$ cat src/rtl/v_hier_chan_mux.sv
// v_hier_chan_mux: round-robin merge of NCHAN FIFO-buffered valid/ready channels onto one tagged output
//   clk, rst           : clock, asynchronous active-high reset
//   in_valid/in_ready  : per-channel handshake, in_data channel k at [k*WIDTH +: WIDTH]
//   out_valid/out_ready: registered output handshake, out_data word, out_chan source channel
//   busy               : any FIFO or the output register holds data
//   xfer_cnt           : saturating count of output transfers
module v_hier_chan_mux #(
    parameter int NCHAN = 4,
    parameter int WIDTH = 4,
    parameter int DEPTH = 4,
    localparam int CHW = (NCHAN > 1) ? $clog2(NCHAN) : 1
) (
    input  logic                   clk,
    input  logic                   rst,
    input  logic [NCHAN-1:0]       in_valid,
    input  logic [NCHAN*WIDTH-1:0] in_data,
    output logic [NCHAN-1:0]       in_ready,
    output logic                   out_valid,
    output logic [WIDTH-1:0]       out_data,
    output logic [CHW-1:0]         out_chan,
    input  logic                   out_ready,
    output logic                   busy,
    output logic [15:0]            xfer_cnt
);
    localparam int AW = $clog2(DEPTH);

    logic [NCHAN-1:0]            empty, full, push, pop;
    logic [NCHAN-1:0][WIDTH-1:0] heads;
    logic [CHW-1:0]              rr, grant;
    logic [CHW:0]                c;
    logic                        found, load;

    assign in_ready = ~full & {NCHAN{~rst}};
    assign load     = (~out_valid | out_ready) & ~&empty;
    assign busy     = out_valid | ~&empty;

    for (genvar k = 0; k < NCHAN; k++) begin : g_fifo
        logic [WIDTH-1:0] mem [DEPTH];
        logic [AW:0]      wr_ptr, rd_ptr;
        // Same index with differing wrap bit means the write pointer lapped the read pointer
        assign empty[k] = wr_ptr == rd_ptr;
        assign full[k]  = (wr_ptr[AW] != rd_ptr[AW]) && (wr_ptr[AW-1:0] == rd_ptr[AW-1:0]);
        assign push[k]  = in_valid[k] & ~full[k];
        assign pop[k]   = load & (grant == CHW'(k));
        assign heads[k] = mem[rd_ptr[AW-1:0]];
        always_ff @(posedge clk or posedge rst)
            if (rst) begin
                wr_ptr <= '0;
                rd_ptr <= '0;
            end else begin
                if (push[k]) wr_ptr <= wr_ptr + (AW+1)'(1);
                if (pop[k]) rd_ptr <= rd_ptr + (AW+1)'(1);
            end
        always_ff @(posedge clk)
            if (push[k]) mem[wr_ptr[AW-1:0]] <= in_data[k*WIDTH +: WIDTH];
    end

    // Scan channels rr, rr+1, ... (mod NCHAN); the first non-empty one wins
    always_comb begin
        grant = '0;
        found = 1'b0;
        c     = '0;
        for (int i = 0; i < NCHAN; i++) begin
            c = {1'b0, rr} + (CHW+1)'(i);
            if (c >= (CHW+1)'(NCHAN)) c = c - (CHW+1)'(NCHAN);
            if (!found && !empty[c[CHW-1:0]]) begin
                found = 1'b1;
                grant = c[CHW-1:0];
            end
        end
    end

    always_ff @(posedge clk or posedge rst)
        if (rst) begin
            out_valid <= 1'b0;
            out_data  <= '0;
            out_chan  <= '0;
            rr        <= '0;
            xfer_cnt  <= '0;
        end else begin
            if (load) begin
                out_valid <= 1'b1;
                out_data  <= heads[grant];
                out_chan  <= grant;
                rr        <= (grant == CHW'(NCHAN-1)) ? '0 : grant + 1'b1;
            end else if (out_ready) out_valid <= 1'b0;
            if (out_valid && out_ready && xfer_cnt != 16'hFFFF) xfer_cnt <= xfer_cnt + 16'd1;
        end
endmodule

$ cat config.mk
export PLATFORM = sky130hd
export DESIGN_NAME = v_hier_chan_mux
export DESIGN_NICKNAME = d
export VERILOG_FILES = /design/src/rtl/v_hier_chan_mux.sv
export SDC_FILE = /design/constraint.sdc
export NUM_CORES = 1
export LEC_CHECK = 0
export ABC_AREA = 1
export CAP_MARGIN = 20
export CORE_AREA = 4 4 143 145
export CTS_CLUSTER_DIAMETER = 80
export DETAILED_ROUTE_END_ITERATION = 8
export DIE_AREA = 0 0 147 149
export PLACE_DENSITY = 0.52
export SLEW_MARGIN = 10
export SYNTH_ARGS = -nofsm -noshare
export SYNTH_HDL_FRONTEND = slang
export SYNTH_SLANG_ARGS = --single-unit
$ cat constraint.sdc
create_clock -name clk -period 2.4 [get_ports clk]
set_input_delay 0.6 -clock clk [delete_from_list [all_inputs] [get_ports clk]]
set_output_delay 0.6 -clock clk [all_outputs]
set_load 0.005 [all_outputs]
==> flow_summary.toml, run 1 <==
[synthesis]
syn_inst = 557
netlist_area_um2 = 5700
synth_cell_type_count = 34
yosysSeqAreaShare_pct = 55.2
yosys.area.top_type_share_pct = 33.7
synthTopCellsByArea = "edfxtp_1 34%, dfrtp_1 22%, nand2_1 10%"
yosysTopAreaCell = "edfxtp_1"
ys.warnings.count = 0
synth_seq_cells = 113
syn_nets = 602
async_flop_share_pct = 43.4
synth_edf_count = 64
avgSynthCellArea_um2 = 10.2
ys_dominant_reg_cell = "edfxtp_1"

[die]
fp.coreArea_um2 = 19200
dieArea_um2 = 21900
start_util_pct = 29.7
die_w_um = 147
die_height_um = 149
io_pins = 51
num_rows = 51

[power_and_ir_drop]
ir_drop_mv = 0.575
p_leak_uw = 0.00336
power_density_nw_per_um2 = 1400

[sta]
finalCritPeriodShare_pct = 100
hold_viol = 0
finalMaxSlewViolations = 0
finalSetupViolCount = 2
setup_ws_ns = -0.00246
fmax_mhz = 416
rsz0062_at_grt = "true"
relSlewSlack_pct = 68.0
final.min_clock_period_ns = 2.40
finClkSkew_ns = 0.00848
worstMarginPinSlew_ns = 0.478

[critical_path]
startpoint = "g_fifo[2].rd_ptr[0]"
cp.required_ns = 1.80
cp-end-kind = "primary output"
cp-start-kind = "flop"
crit_type = "reg2out"
regToRegStartpoint = "g_fifo[1].wr_ptr[1]"
worstPathArrival_ns = 1.80
cp_max_fo = 3

[detailed_routing]
vias = 4141
drt-total-wl_mm = 12.5
drtPass1Iterations = 4
postRouteAntennaNets = 0
drtIter0Drc = 188
viasPerCell = 4.30
post_drt_wl_per_cell_um = 13.0
drc = 0

[cts]
clk_latency_ns = 0.41
clock-sinks = 113
root_buffer = "clkbuf_16"
htree_levels = 4
cts_tree = "done"
clk_pin_slew_ns = 0.05
clockBufferDepth = 2
numCtsBuffers = 17

[placement]
placed_cells = 905
detailed_place_hpwl_mm = 9.46
dpl_cell_area_um2 = 6760
place.gp.congestion = 0.865
io_buffers = 50

[grt]
grt.busiest_layer = "met2"
grt_first_pass_wirelength_mm = 20.9
grt_util_met1_pct = 14.1
grt_pass1_vias = 4367
gr-total-overflow = 0
grt_util_all_layers_pct = 12.1
grt_max_degree = 30
use_met2_pct = 21.5
use_met3_pct = 3.22
antenna_found_initial = 0

[final_layout]
fin_cells = 963
final_core_util_pct = 39.5
seq_area_um2 = 3150
antenna_cells = 0
nFillCells = 1867
synthToLayoutAreaGrowth_pct = 33.2
final_layout_size_suffix_gt1_share_pct = 24.5
finalInstanceArea_um2 = 7590
multiInputGateArea_um2 = 2250
final_nets = 730

[status]
violations = "setup timing"
status = "finished with violations"

[min_path]
hp-class = "in2async"

[flow_run]
max-cap-violations = 0
[state kept, by name, indices dropped and copies added (netlist names)]
register       cells
out_chan           2
g_fifo.mem        64
g_fifo.rd_ptr     12
g_fifo.wr_ptr     12
out_data           4
xfer_cnt          16
out_valid          1
rr                 2
[final timing paths]
path / slack, ns / depth (start not counted) / endpoint
setup / recovery: -0.002 / 7 / in_ready[2]
hold / removal: 0.49 / 4 / g_fifo[2].rd_ptr[1]
hold reg to reg: 0.49 / 2 / g_fifo[3].rd_ptr[2]
min in group clk: 0.49 / 2 / g_fifo[3].rd_ptr[2]
max in group asynchronous: 1.48 / 4 / g_fifo[0].rd_ptr[0]
setup reg to reg: 0.17 / 14 / g_fifo[1].wr_ptr[2]
[Yosys cell counts, types with 5 or more instances]
cell type,number
nand2_1,154
edfxtp_1,64
inv_1,51
dfrtp_1,49
nand3_1,41
nor2_1,36
ha_1,22
a21oi_1,21
xor2_1,21
a32o_1,16
nand2_2,13
inv_2,9
nand2_4,8
xnor2_1,8
nand3_2,6
buf_6,5
nand4_1,5
o21ai_0,5
[area by class of cell]
class                   count  share of cell area, %
clock buffers              20                   5.75
clock inverters            12                   1.88
inverters                  64                   3.63
multi-input cells         374                   29.6
flip-flops and latches    113                   41.5
well taps                 265                   4.37
repair buffers            115                   13.2
[routing by layer]
layer  share of wire [%]  wire, um
met2                  52      6530
met3                 2.3       284
met1                  44      5530
met5                   0         0
met4                 1.2       150
[where the power goes]
| group | internal, uW | leakage (uW) | switching, uW |
|---|---|---|---|
| logic | 2200 | 0.00190 | 2850 |
| clock network | 1620 | 0.000281 | 848 |
| registers | 2670 | 0.00118 | 409 |
[critical path, cell delays in order, from the launching register on]
cell and delay, ns:
dfrtp_2 0.45, nand2_1 0.09, nand2_2 0.05, buf_4 0.13, nand3_2 0.08, nand2_1 0.05, inv_1 0.05, clkdlybuf4s50_1 0.49
[metrics by stage]
step           power (uW)  setup TNS, ns  worst slack, ns  hold WS (ns)
2_1_floorplan        6390              0            0.223         0.462
3_5_place_dp         7930          -1.02           -0.271         0.483
5_1_grt             11500         -0.198          -0.0995         0.492
6_report            10600       -0.00422         -0.00246         0.488
3_3_place_gp         7780          -1.06           -0.275         0.477
4_1_cts             10700        -0.0974          -0.0514         0.475
[logic make-up (layout without fill, tap and decap cells)]
family          Yosys count  after routing  share of synthesized area [%]
simple gates            277            277                           23.8
flops                   113            113                           55.2
buf+inv                  70            211                           5.84
compound gates           45             45                           5.53
xor+xnor                 30             30                           4.74
fa+ha+maj                22             22                           4.83
[what timing repair did]
item / 4_1_cts / 5_1_grt
setup endpoints to repair: 5 / 28
hold buffers: 0 / 0
buffers inserted: 21 / 5
resized for setup: 17 / 14
hold endpoints to repair: 0 / 0
pin swaps: 6 / 2
gates cloned: 0 / 0
[placed cells by master (no fill, tap or decap), types with 3 or more instances in the layout]
master           instances
nand2_1                148
edfxtp_1                64
buf_4                   64
dfrtp_1                 45
clkdlybuf4s50_1         45
inv_1                   42
nand3_1                 39
nor2_1                  35
ha_1                    22
xor2_1                  21
a21oi_1                 21
nand2_2                 19
inv_2                   17
clkbuf_16               17
a32o_1                  16
nand2_4                  8
nand3_2                  8
xnor2_1                  8
nand4_1                  5
o21ai_0                  5
clkinv_2                 5
nor2_4                   4
dfrtp_2                  4
clkinvlp_4               3
bufinv_16                3
clkbuf_1                 3
dlygate4sd2_1            3
Note: power is estimated with default switching activity, not from simulation.
==> run 2, diff against run 1 <==
--- a/config.mk
+++ b/config.mk
@@ -11,6 +11,7 @@
 export CTS_CLUSTER_DIAMETER = 80
 export DETAILED_ROUTE_END_ITERATION = 8
 export DIE_AREA = 0 0 147 149
+export GPL_ROUTABILITY_DRIVEN = 0
 export PLACE_DENSITY = 0.52
 export SLEW_MARGIN = 10
 export SYNTH_ARGS = -nofsm -noshare
==> results of run 2 <==
The final DEF is identical to that of run 1; final timing and power are the same.
==> run 3, diff against run 2 <==
--- a/config.mk
+++ b/config.mk
@@ -12,7 +12,7 @@
 export DETAILED_ROUTE_END_ITERATION = 8
 export DIE_AREA = 0 0 147 149
 export GPL_ROUTABILITY_DRIVEN = 0
-export PLACE_DENSITY = 0.52
+export PLACE_DENSITY = 0.51
 export SLEW_MARGIN = 10
 export SYNTH_ARGS = -nofsm -noshare
 export SYNTH_HDL_FRONTEND = slang
==> constraint.sdc (replaced) <==
create_clock -name clk -period 2.7 [get_ports clk]
set_input_delay 0.675 -clock clk [delete_from_list [all_inputs] [get_ports clk]]
set_output_delay 0.675 -clock clk [all_outputs]
set_load 0.005 [all_outputs]
==> run 3 against run 2 <==
The run now ends clean. Total power down 15%. Clock skew about the same. Count of clock-buffer cells in the layout down 3. Register-to-register slack better by 0.19 ns. Worst setup slack better by 0.093 ns. Cell area down 4.7%. Final cell count down 4.2%. Sequential power down 10%. First-iteration DRC count down 7.4%. Die area unchanged. Combinational power down 20%. Global-route usage down 0.36 points. Critical path type is now in2out.
==> flow_summary.toml, run 3 (synthesized netlist as in run 1, its figures left out) <==
[status]
status = "complete, no violations"

[critical_path]
regToRegStartpoint = "rr[0]"
worstPathArrival_ns = 1.93
critical_path.top_delay_family = "buffers and inverters"
cpMaxStageDelayCell = "clkdlybuf4s50_1"
r2r_slack_ns = 0.36
crit_type = "in2out"
cp_max_fo = 8
path_common_cell = "clkdlybuf4s50_1"
crit_buf_inv = 4
crit_path_cell_trace = "clkdlybuf4s50_1 -> inv_2 -> nand2_1 -> inv_1 -> clkdlybuf4s50_1"
cp-start-kind = "input port"
rr_worst_depth = 12
slowest_delay_ns = 0.50
rr_endpoint = "g_fifo[2].rd_ptr[0]"
cp.required_ns = 2.03
cp-end-kind = "primary output"

[final_layout]
synthToLayoutAreaGrowth_pct = 26.9
final_nets = 690
largest_register_ffs = 64
antenna_cells = 0
fin_cells = 923
mostFrequentLayoutCell = "nand2_1"
final_core_util_pct = 37.7
seq_area_um2 = 3150
final_layout_size_suffix_gt1_share_pct = 18.7
multiInputGateArea_um2 = 2220
nFillCells = 1906
final_cell_mix = "153 x nand2_1, 64 x edfxtp_1, 49 x clkdlybuf4s50_1"

[cts]
clk_latency_ns = 0.41
cts_tree = "done"
root_buffer = "clkbuf_16"
numCtsBuffers = 17
clk_pin_slew_ns = 0.06
clock-sinks = 113
clockBufferDepth = 2
htree_levels = 4
ctsHoldBuffers = 0

[detailed_routing]
drc = 0
post_drt_wl_per_cell_um = 13.1
postRouteAntennaNets = 0
drt-total-wl_mm = 12.1
viasPerCell = 4.31
vias = 3982
drtIter0Drc = 174
drtPass1Iterations = 6

[flow_run]
max-cap-violations = 0

[sta]
finalCritPeriodShare_pct = 96.6
hold_viol = 0
relSlewSlack_pct = 60.1
finalSetupViolCount = 0
setup_ws_ns = 0.0907
final.min_clock_period_ns = 2.61
finClkSkew_ns = 0.00817
finalMaxSlewViolations = 0
worstMarginPinSlew_ns = 0.596
fmax_mhz = 383
rsz0062_at_grt = "false"
finalSetupTns_ns = 0

[grt]
gr-total-overflow = 0
antenna_found_initial = 0
grt_util_all_layers_pct = 11.7
grt_max_degree = 28
grt_pass1_vias = 4037
grt_first_pass_wirelength_mm = 20.3

[die]
die_w_um = 147
io_pins = 51
num_rows = 51
fp.coreArea_um2 = 19200
start_util_pct = 29.7
dieArea_um2 = 21900
die_height_um = 149

[power_and_ir_drop]
p_leak_uw = 0.00314
total_power_uw = 8960
power_density_nw_per_um2 = 1240
ir_drop_mv = 0.469

[placement]
detailed_place_hpwl_mm = 9.11
io_buffers = 50
placed_cells = 879
place_ws_ns = 0.0566

[min_path]
hp-class = "reg2reg"
hp-start = "g_fifo[0].wr_ptr[2]"
hold_depth = 1
min_to = "g_fifo[0].wr_ptr[2]"
==> run 3: cell type report <==
type                            count  area share, %
Sequential cell                   113           43.6
Multi-Input combinational cell    374           30.7
Timing Repair Buffer               75           9.44
Clock buffer                       17           5.88
Tap cell                          265           4.58
Inverter                           64           3.72
Clock inverter                     15           2.08
==> run 3: power breakdown <==
group	internal, uW	switching, uW	leakage, uW
Combinational	1640	2400	0.00169
Clock	1290	869	0.000275
Sequential	2370	394	0.00118
==> run 3: worst max-delay path by stage <==
stage          cells after the start           startpoint           to
2_1_floorplan                      3                  rst  in_ready[0]
3_3_place_gp                       5                  rst  in_ready[1]
3_5_place_dp                       5                  rst  in_ready[0]
4_1_cts                            8  g_fifo[0].rd_ptr[0]         busy
5_1_grt                            5                  rst  in_ready[0]
6_report                           5                  rst  in_ready[0]
==> run 3: what timing repair did <==
action | in CTS | in global routing
endpoints found under the setup margin | 1 | 1
gates resized for setup | 10 | 4
pin swaps | 1 | 3
buffers inserted | 10 | 2
==> run 3: per-layer routing <==
| layer | global-route usage (%) | part of all wire (%) |
|---|---|---|
| met4 | 3.82 | 1.3 |
| met1 | 14.8 | 46 |
| met3 | 3.56 | 3.4 |
| met5 | 0 | 0 |
| met2 | 19.3 | 49 |
==> run 3: worst reg2reg max path, delay by kind of cell (launching register included) <==
kind	cells	cell delay, ns
simple gates	8	0.96
buf+inv	2	0.35
xor+xnor	1	0.16
flops	1	0.58
fa+ha+maj	1	0.22
==> run 3: through the flow <==
stage	area [um2]	hold slack, ns
6_report	7230	0.489
2_1_floorplan	5700	0.462
5_1_grt	7230	0.509
3_3_place_gp	6570	0.478
3_5_place_dp	6570	0.479
4_1_cts	7220	0.493
